==> src/rtl/msk_acc_pkg.sv <==
// Shared types and helpers for the masked XOR accumulator.
package msk_acc_pkg;

    // Accumulator control states
    typedef enum logic [1:0] {
        IDLE  = 2'd0,
        ACCUM = 2'd1,
        HOLD  = 2'd2
    } state_t;

    // Flat bit position of share s of bit b in a d-share sharing
    function automatic int unsigned idx(input int unsigned b, input int unsigned s,
                                        input int unsigned nd);
        return b * nd + s;
    endfunction

    // Width of a counter able to hold 0..max_ops
    function automatic int unsigned nops_w(input int unsigned max_ops);
        return $clog2(max_ops + 1);
    endfunction

endpackage

==> src/rtl/msk_refresh.sv <==
// Combinational share refresh: re-randomises a sharing without changing its unmasked value.
(* keep_hierarchy = "yes" *)
module msk_refresh
    import msk_acc_pkg::*;
#(
    parameter int unsigned d     = 2,
    parameter int unsigned count = 8
) (
    input  logic [count*d-1:0]     x,
    input  logic [count*(d-1)-1:0] rnd,
    output logic [count*d-1:0]     y
);

    for (genvar j = 0; j < int'(count); j++) begin : g_bit
        logic [d-2:0] r;

        // Randomness slice for this bit
        assign r = rnd[j*(d-1) +: (d-1)];

        for (genvar i = 0; i < int'(d) - 1; i++) begin : g_share
            assign y[idx(j, i, d)] = x[idx(j, i, d)] ^ r[i];
        end

        // Last share absorbs the XOR of all masks so the unmasked bit is preserved
        assign y[idx(j, d - 1, d)] = x[idx(j, d - 1, d)] ^ (^r);
    end

endmodule

==> src/rtl/msk_xor.sv <==
// Single-bit masked XOR gate; kept as its own hierarchy so shares are never merged.
(* keep_hierarchy = "yes" *)
module msk_xor (
    input  logic a,
    input  logic b,
    output logic y
);

    assign y = a ^ b;

endmodule

==> src/rtl/msk_xor_acc.sv <==
// Streaming masked XOR accumulator: folds a sequence of d-share operands into one sharing.
// Optional feature: define MSK_XOR_ACC_REFRESH_EN to refresh the result as it enters HOLD.
module msk_xor_acc
    import msk_acc_pkg::*;
#(
    parameter int unsigned d       = 2,
    parameter int unsigned count   = 8,
    parameter int unsigned MAX_OPS = 4
) (
    input  logic                         clk,
    input  logic                         rst_n,
    input  logic                         in_valid,
    output logic                         in_ready,
    input  logic [count*d-1:0]           in_data,
    input  logic                         in_last,
    output logic                         out_valid,
    input  logic                         out_ready,
    output logic [count*d-1:0]           out_data,
    output logic [nops_w(MAX_OPS)-1:0]   out_nops
`ifdef MSK_XOR_ACC_REFRESH_EN
    ,
    input  logic [count*(d-1)-1:0]       rnd
`endif
);

    localparam int unsigned W  = count * d;
    localparam int unsigned NW = nops_w(MAX_OPS);

    state_t        state;
    logic [W-1:0]  acc;
    logic [NW-1:0] nops;

    logic [W-1:0]  xor_c;
    logic [W-1:0]  fold_c;
    logic [W-1:0]  store_c;
    logic [NW-1:0] nops_inc_c;
    logic          in_hs_c;
    logic          start_c;
    logic          add_c;
    logic          done_c;

    // Share-wise XOR of accumulator and operand, one masked gate per share bit
    for (genvar k = 0; k < int'(W); k++) begin : g_xor
        msk_xor u_xor (
            .a (acc[k]),
            .b (in_data[k]),
            .y (xor_c[k])
        );
    end

    // In HOLD a new operand may only enter when the held result leaves in the same cycle
    assign in_ready   = (state != HOLD) | out_ready;
    assign in_hs_c    = in_valid & in_ready;
    assign start_c    = in_hs_c & (state != ACCUM);
    assign add_c      = in_hs_c & (state == ACCUM);
    assign nops_inc_c = nops + NW'(1);

    // Accumulation completes on in_last or when the operand budget is exhausted
    assign done_c = start_c ? in_last
                            : (add_c & (in_last | (nops_inc_c == NW'(MAX_OPS))));

    assign fold_c = start_c ? in_data : xor_c;

`ifdef MSK_XOR_ACC_REFRESH_EN
    logic [W-1:0] fresh_c;

    msk_refresh #(
        .d     (d),
        .count (count)
    ) u_refresh (
        .x   (fold_c),
        .rnd (rnd),
        .y   (fresh_c)
    );

    // Only the value entering HOLD is refreshed, so rnd is consumed on that cycle alone
    assign store_c = done_c ? fresh_c : fold_c;
`else
    assign store_c = fold_c;
`endif

    // Control FSM with accumulator, operand counter and registered output valid
    always_ff @(posedge clk or negedge rst_n) begin
        if (!rst_n) begin
            state     <= IDLE;
            acc       <= '0;
            nops      <= '0;
            out_valid <= 1'b0;
        end else begin
            if (start_c || add_c) begin
                acc       <= store_c;
                nops      <= start_c ? NW'(1) : nops_inc_c;
                state     <= done_c ? HOLD : ACCUM;
                out_valid <= done_c;
            end else if ((state == HOLD) && out_ready) begin
                state     <= IDLE;
                out_valid <= 1'b0;
            end
        end
    end

    // Result and count come straight from registers
    assign out_data = acc;
    assign out_nops = nops;

endmodule

==> config.mk <==
export PLATFORM = sky130hd
export DESIGN_NAME = msk_xor_acc
export DESIGN_NICKNAME = d
export VERILOG_FILES = /design/src/rtl/msk_acc_pkg.sv /design/src/rtl/msk_refresh.sv /design/src/rtl/msk_xor.sv /design/src/rtl/msk_xor_acc.sv
export SDC_FILE = /design/constraint.sdc
export NUM_CORES = 1
export LEC_CHECK = 0
export ABC_AREA = 0
export BUFFER_PORTS_ARGS = -buffer_cell sky130_fd_sc_hd__buf_2
export CORE_MARGIN = 1
export CORE_UTILIZATION = 50
export DETAILED_ROUTE_END_ITERATION = 16
export PLACE_DENSITY = 0.76
export SETUP_SLACK_MARGIN = 0.15
export SLEW_MARGIN = 5
export SYNTH_ARGS = -nofsm -noshare
export SYNTH_HDL_FRONTEND = slang
export SYNTH_SLANG_ARGS = --single-unit
==> constraint.sdc <==
create_clock -name clk -period 2 [get_ports clk]
set_clock_uncertainty 0.1 [all_clocks]
set_input_delay 0.2 -clock clk [delete_from_list [all_inputs] [get_ports clk]]
set_output_delay 0.2 -clock clk [all_outputs]
set_load 0.02 [all_outputs]
# Word-level counts from Yosys, hierarchy flattened
# Cells that the tools add are included.
# word_totals
in_bits	21
regBits	22
out_inout_bits	21
# op_classes
n_mux	8
bitwise	22
reduce_logical	3
eq_ne	5
add_sub_neg	1
# ops
op	count
2-to-1 mux 16 bit	1
bitwise XOR 1 bit	16
2-to-1 mux 2 bit	3
bitwise AND 1 bit	4
adder 3 x 1 -> 3 bit, second input constant	1
== test 3 bit, second input constant	1
2-to-1 mux 1 bit	3
2-to-1 mux 3 bit	1
== test 2 x 1 -> 1 bit, second input constant	1
== test 2 bit, second input constant	1
!= test 2 x 1 -> 1 bit, second input constant	1
!= test 2 bit, second input constant	1
OR 1 bit	2
nonzero test 2 bit	1
logical AND 1 bit	1
logical OR 1 bit	1

# Longest topological paths before layout
# Gate-level depths: netlist of run 1.
# depth
word_depth	8
ltp_mapped	5

# Hierarchy
# The synthesis of run 1 kept the hierarchy.
# by_module_without_submodules
module	area_per_inst_um2	cells_per_inst	instances
msk_xor_acc	1168.6	102	1
msk_xor	8.8	1	16

# Least setup slack after synthesis of run 1
# OpenSTA, ideal clock, no wires.
# synth_timing
path_kind	register -> register
from	register nops[0], in the netlist out_nops[0]
to	register out_valid
setup_time_ns	0.126
path_stages_with_launch	5
slack_ns	0.371
path_buffers	0
arrival_ns	1.403
required_time_ns	1.774
path_cell_list	dfrtp_1 > ha_1 > xor2_1 > and3_1 > a221o_1
# synth_between
elab_chain_len	6
# synth_rtl
item	line_no	source
from (decl)	msk_xor_acc.sv:31	logic [NW-1:0] nops;
from (signal assigned)	msk_xor_acc.sv:92	nops <= start_c ? NW'(1) : nops_inc_c;
adder 3 x 1 -> 3 bit	msk_xor_acc.sv:56	assign nops_inc_c = nops + NW'(1);
== test 3 bit	msk_xor_acc.sv:60	: (add_c & (in_last | (nops_inc_c == NW'(MAX_OPS))));
OR 1 bit	msk_xor_acc.sv:60	
bitwise AND 1 bit	msk_xor_acc.sv:60	
2-to-1 mux 1 bit	msk_xor_acc.sv:59	assign done_c = start_c ? in_last
2-to-1 mux 1 bit	msk_xor_acc.sv:90	if (start_c || add_c) begin
to (signal assigned)	msk_xor_acc.sv:94	out_valid <= done_c;
to (decl)	msk_xor_acc.sv:16	output logic out_valid,
# No other way between the ends.
# A chain may end at the register's enable or synchronous reset.

# Worst setup path in the final report of run 1
# layout_timing
from	register state[0]
to	output port in_ready
# layout_between
elab_chain_len	2
# layout_rtl
item	line_no	source
from (decl)	msk_xor_acc.sv:29	state_t state;
from (signal assigned)	msk_xor_acc.sv:93	state <= done_c ? HOLD : ACCUM;
!= test 2 bit	msk_xor_acc.sv:52	assign in_ready = (state != HOLD) | out_ready;
OR 1 bit	msk_xor_acc.sv:52	
to (decl)	msk_xor_acc.sv:13	output logic in_ready,
# No other way between the ends.

==> impl_metrics.csv, run 1 <==
group,metric,value,unit
status,outcome,"completed",
grt,first_global_vias,1005,
logic_synthesis,yosysTopAreaCell,"dfrtp_1",
placed_design,gp_congestion,0.769,
clock_network,cts-root-buf,"clkbuf_4",
critical_path,critical_path_class,"flip-flop to output port",
critical_path,start_kind,"flip-flop",
clock_network,cts_buffers,3,
drt,drc,0,
placed_design,place_hpwl,1960,um
critical_path,required,1.70,ns
critical_path,ff2ff_path_depth,3,
floorplan,dieHeight,53.2,um
clock_network,cts.sink_count,21,
sta,tightest_slew,0.605,ns
min_path,worstHoldPathCells,2,
sta,slew_headroom,59.7,%
final_layout,final_common_cell,"buf_2",
logic_synthesis,synth_top_area_share,40.2,%
sta,period_share,89.4,%
logic_synthesis,yosys-top-cells-area,"dfrtp_1, xor2_1, o221ai_1, o2bb2ai_1, a21boi_0",
grt,grt_antenna_before_repair,0,
logic_synthesis,yosys_warnings,0,
logic_synthesis,ys_types,28,
logic_synthesis,syn_area,1310,um^2
placed_design,port_buffers,41,
floorplan,fp.dieW,53.2,um
sta,period_minus_slack,1.79,ns
placed_design,place_ws,0.374,ns
drt,first_iter_violations,23,
clock_network,cts_setup_buffers,0,
final_layout,diodes,0,
critical_path,r2r_slack,0.34,ns
floorplan,pin_count,42,
final_layout,drive_above_1_share,32.5,%
critical_path,end_kind,"output port",
clock_network,clock_latency,0.29,ns
sta,finalSetupViolations,0,
floorplan,start_util,52.8,%
logic_synthesis,syn_nets,141,
clock_network,htreeDepth,1,
final_layout,layout_common_cells,"buf_2, dfrtp_1, xor2_1",
logic_synthesis,postSynthAreaPerCell,11.1,um^2
sta,hold_viol_final,0,
drt,totalWireLength,2860,um
floorplan,fp-row-count,18,
clock_network,clk_pin_slew,0.12,ns
clock_network,clock_path_buffers,2,
drt,drtPass1Iterations,4,
final_layout,fin_nets,178,
sta,finalSetupTns,0,ns
min_path,hold_end,"state[0]",
sta,setup_slack,0.211,ns
floorplan,core_region_area,2480,um^2
power,peakVddDrop,514,uV
critical_path,arrival,1.49,ns
critical_path,worst_r2r_startpoint,"state[0]",
final_layout,syn_to_final_growth,17.0,%
grt,grt_overflow_total,0,
drt,routed_via_density,6.14,
logic_synthesis,syn-instance-count,118,
sta,grt_setup_unrepaired,"no",
power,p_leak,0.680,nW
grt,grt_use_total,22.1,%
drt,detail-route-antenna-nets,0,
critical_path,worst-path-max-fanout,12,
logic_synthesis,synth-seq-cells,21,
flow_run,max-cap-violations,0,
sta,maxClockFrequency,559,MHz
grt,grt_start_max_net_pins,26,
sta,slew_violations,0,
drt,num_vias,1130,
grt,grt_pass1_wl,4580,um
logic_synthesis,ys_seq_area_share,40.2,%
clock_network,cts_tree,"done",
critical_path,r2r_end,"out_data[15]",
floorplan,design.die.area,2830,um^2
min_path,hold_path.startpoint,"in_last",
min_path,hold_class,"input pin to flip-flop",
power,power_per_cell_area,823,nW/um^2
drt,wire_per_inst,15.5,um
-- sequential cells by signal, indices dropped and copies added (netlist names) --
signal,cells
out_data,16
out_valid,1
state,1
out_nops,3
-- kinds of logic (layout without fill, tap and decap cells) --
logic type      after synthesis  in the layout  synth area share, %
compound gates               56             56                 35.1
flops                        21             21                 40.2
xor+xnor                     17             17                 11.4
buf+inv                      14             50                 6.12
simple gates                  8              8                 5.36
fa+ha+maj                     2              2                 1.91
-- per-stage QoR --
step / std cells / total power, mW / cell area, um^2 / util [%] / hold WS, ns
after floorplan: 118 / 0.912 / 1310 / - / -0.196
after global placement: 179 / 1.05 / 1490 / 60.3 / 0.0855
after detailed placement: 179 / 1.07 / 1490 / 60.3 / 0.0847
after CTS: 184 / 1.27 / 1530 / 61.8 / 0.00235
after global routing: 184 / 1.35 / 1530 / 61.8 / 0.00604
final: 184 / 1.26 / 1530 / 61.8 / 0.00941
-- worst max-delay path by stage --
stage	start	endpoint	slack (ns)
3_3_place_gp	state[0]	out_data[15]	0.42
4_1_cts	out_valid	in_ready	0.21
3_5_place_dp	out_valid	out_data[9]	0.37
5_1_grt	state[0]	in_ready	0.16
6_report	state[0]	in_ready	0.21
2_1_floorplan	out_nops[0]	out_valid	0.37
-- synthesized netlist by cell type --
library cell	number
a21boi_0	16
a21oi_1	1
a221o_1	1
a22o_1	1
a31oi_1	1
a32o_1	1
and2_1	1
and3_1	1
buf_1	1
buf_2	4
buf_4	1
buf_6	1
buf_8	1
clkbuf_1	4
dfrtp_1	21
ha_1	2
inv_1	2
nand2_8	1
nand2b_1	1
nand3b_1	1
nor2b_1	1
o21ai_0	2
o221ai_1	16
o2bb2ai_1	16
o32ai_1	1
or2_2	1
or3b_4	1
xor2_1	17
-- per-layer routing --
layer / up-vias / GRT usage, % / part of all wire (%)
li1: 533 / - / -
met1: 558 / 29.9 / 48
met2: 37 / 36.5 / 47
met3: 2 / 2.87 / 4.5
met4: 0 / 6.14 / 0.52
met5: - / 0 / 0
-- power by group --
part	internal [mW]	switching, mW	total, mW
registers	0.502	0.0874	0.589
logic	0.197	0.273	0.470
clock network	0.0775	0.124	0.202
-- layout make-up --
cell class / count / area, um^2
well taps: 30 / 37.5
multi-input cells: 83 / 703
inverters: 2 / 7.51
clock buffers: 4 / 26.3
repair buffers: 44 / 230
fillers: 218 / 946
flip-flops and latches: 21 / 527
-- repair_timing --
action | CTS | global route
endpoints found under the setup margin | 0 | 1
endpoints found under the hold margin | 21 | 0
gates resized for setup | 0 | 1
hold buffers | 1 | 0
-- critical path, cell delays in order, from the launching register on --
cell and delay [ns]:
dfrtp_1 0.54, or3b_4 0.48, buf_2 0.18
Note: power is estimated with default switching activity, not from simulation.
==> inputs of run 2 (changes only) <==
- CAP_MARGIN: unset -> 20
- PLACE_DENSITY: 0.76 -> 0.75
==> impl_metrics.csv, run 2 (synthesis results as in run 1) <==
group,metric,value,unit
floorplan,start_util,52.8,%
power,intPower,0.775,mW
placed_design,port_buffers,41,
drt,wl_met3,103,um
clock_network,clock_path_buffers,2,
grt,first_global_vias,1054,
power,combPwrFrac,36.5,%
sta,finalSetupViolations,0,
clock_network,htreeDepth,1,
placed_design,place_hpwl,1940,um
final_layout,drive_above_1_share,33.5,%
clock_network,clock_latency,0.31,ns
clock_network,cts_tree,"done",
floorplan,pin_count,42,
clock_network,cts_buffers,3,
floorplan,dieHeight,53.2,um
sta,setup_slack,0.220,ns
final_layout,largest_reg_flops,16,
critical_path,end_kind,"output port",
flow_run,max-cap-violations,0,
placed_design,placedCellCount,179,
drt,drtPass1Iterations,4,
power,pwr-share-clk,17.5,%
final_layout,num-fill-cells,235,
drt,top_layer_used,"met4",
power,power,1.28,mW
floorplan,fp.dieW,53.2,um
critical_path,slowest_stage,"dfrtp_2",
power,peakVddDrop,484,uV
drt,routed_via_density,6.09,
sta,period_share,89.0,%
final_layout,diodes,0,
final_layout,stdcell_count,185,
sta,slew_headroom,61.2,%
sta,worst_hold_slack,0.101,ns
power,p_switching,0.509,mW
final_layout,fin_area,1540,um^2
placed_design,gp_congestion,0.677,
power,switching_share,39.6,%
critical_path,critical_path_class,"flip-flop to output port",
drt,totalWireLength,2910,um
grt,grt_antenna_before_repair,0,
drt,met2_length,1380,um
placed_design,place_ws,0.284,ns
sta,finalSetupTns,0,ns
sta,hold_viol_final,0,
floorplan,fp-row-count,18,
critical_path,arrival,1.48,ns
final_layout,syn_to_final_growth,18.0,%
sta,tightest_slew,0.582,ns
sta,grt_setup_unrepaired,"no",
critical_path,start_kind,"flip-flop",
drt,detail-route-antenna-nets,0,
sta,period_minus_slack,1.78,ns
drt,wire_per_inst,15.7,um
critical_path,cp_num_buf_inv,1,
final_layout,layout_common_cells,"buf_2, dfrtp_1, xor2_1",
critical_path,cpPeakStageDelay,0.53,ns
final_layout,fin_nets,179,
min_path,hold_class,"input pin to flip-flop",
critical_path,required,1.70,ns
critical_path,crit_family,"flip-flops",
sta,maxClockFrequency,562,MHz
power,power_frac_seq,46.0,%
grt,grt_overflow_total,0,
clock_network,cts.sink_count,21,
grt,grt_use_total,23.2,%
power,power_per_cell_area,832,nW/um^2
drt,drc,0,
placed_design,place_area,1490,um^2
critical_path,worst-path-max-fanout,15,
final_layout,finalCoreUtilization,62.3,%
grt,grt_pass1_wl,4830,um
clock_network,clk_pin_slew,0.13,ns
drt,first_iter_violations,13,
floorplan,design.die.area,2830,um^2
final_layout,final_common_cell,"buf_2",
floorplan,core_region_area,2480,um^2
status,outcome,"completed",
grt,grt_start_max_net_pins,26,
clock_network,cts-root-buf,"clkbuf_4",
drt,wl_met1,1390,um
drt,num_vias,1127,
sta,slew_violations,0,
critical_path,cp_cell_sequence,"or3b_4 -> buf_2",
power,p_leak,0.685,nW
[run 2: layout make-up]
cell class,count,area (um^2),share of cell area (%)
clock inverter,1,5.00,0.324
tap,30,37.5,2.43
inverter,2,7.51,0.486
sequential,21,528,34.2
timing repair buffer,45,240,15.6
multi-input combinational,83,703,45.5
clock buffer,3,22.5,1.46
[run 2: worst reg2reg max path, stage by stage, from the launching register on]
cell	delay (ns)
dfrtp_2	0.51
nand2b_1	0.52
o221ai_1	0.23
o2bb2ai_1	0.18
[run 2: path summary, 6_finish.rpt]
path                             startpoint      endpoint  slack, ns  depth (start not counted)
min in group asynchronous             rst_n   out_nops[1]       0.26                          2
worst max-delay path               state[0]      in_ready       0.22                          2
worst max register to register    out_valid  out_data[13]       0.40                          3
worst min-delay path             in_data[3]   out_data[3]       0.10                          3
max in group asynchronous             rst_n     out_valid       1.18                          2
worst min register to register  out_data[6]   out_data[6]       0.45                          1
[run 2: what timing repair did]
action | in CTS | in global routing
endpoints found under the setup margin | 1 | 4
hold endpoints to repair | 22 | 0
hold buffers | 2 | 0
pin swaps | 0 | 0
buffers inserted | 0 | 0
resized for setup | 1 | 1
[run 2: power groups by stage]
stage               Combinational (mW)  Clock, mW  Sequential (mW)
detailed placement               0.467          0            0.598
global placement                 0.457          0            0.594
CTS                              0.471      0.228            0.591
floorplan                        0.239          0            0.672
global route                     0.521      0.240            0.604
finish                           0.469      0.225            0.591
[run 2: layer usage]
layer	global-route usage, %	vias up
li1	-	535
met1	32.3	559
met2	37.8	29
met3	2.59	4
met4	6.58	0
met5	0	-
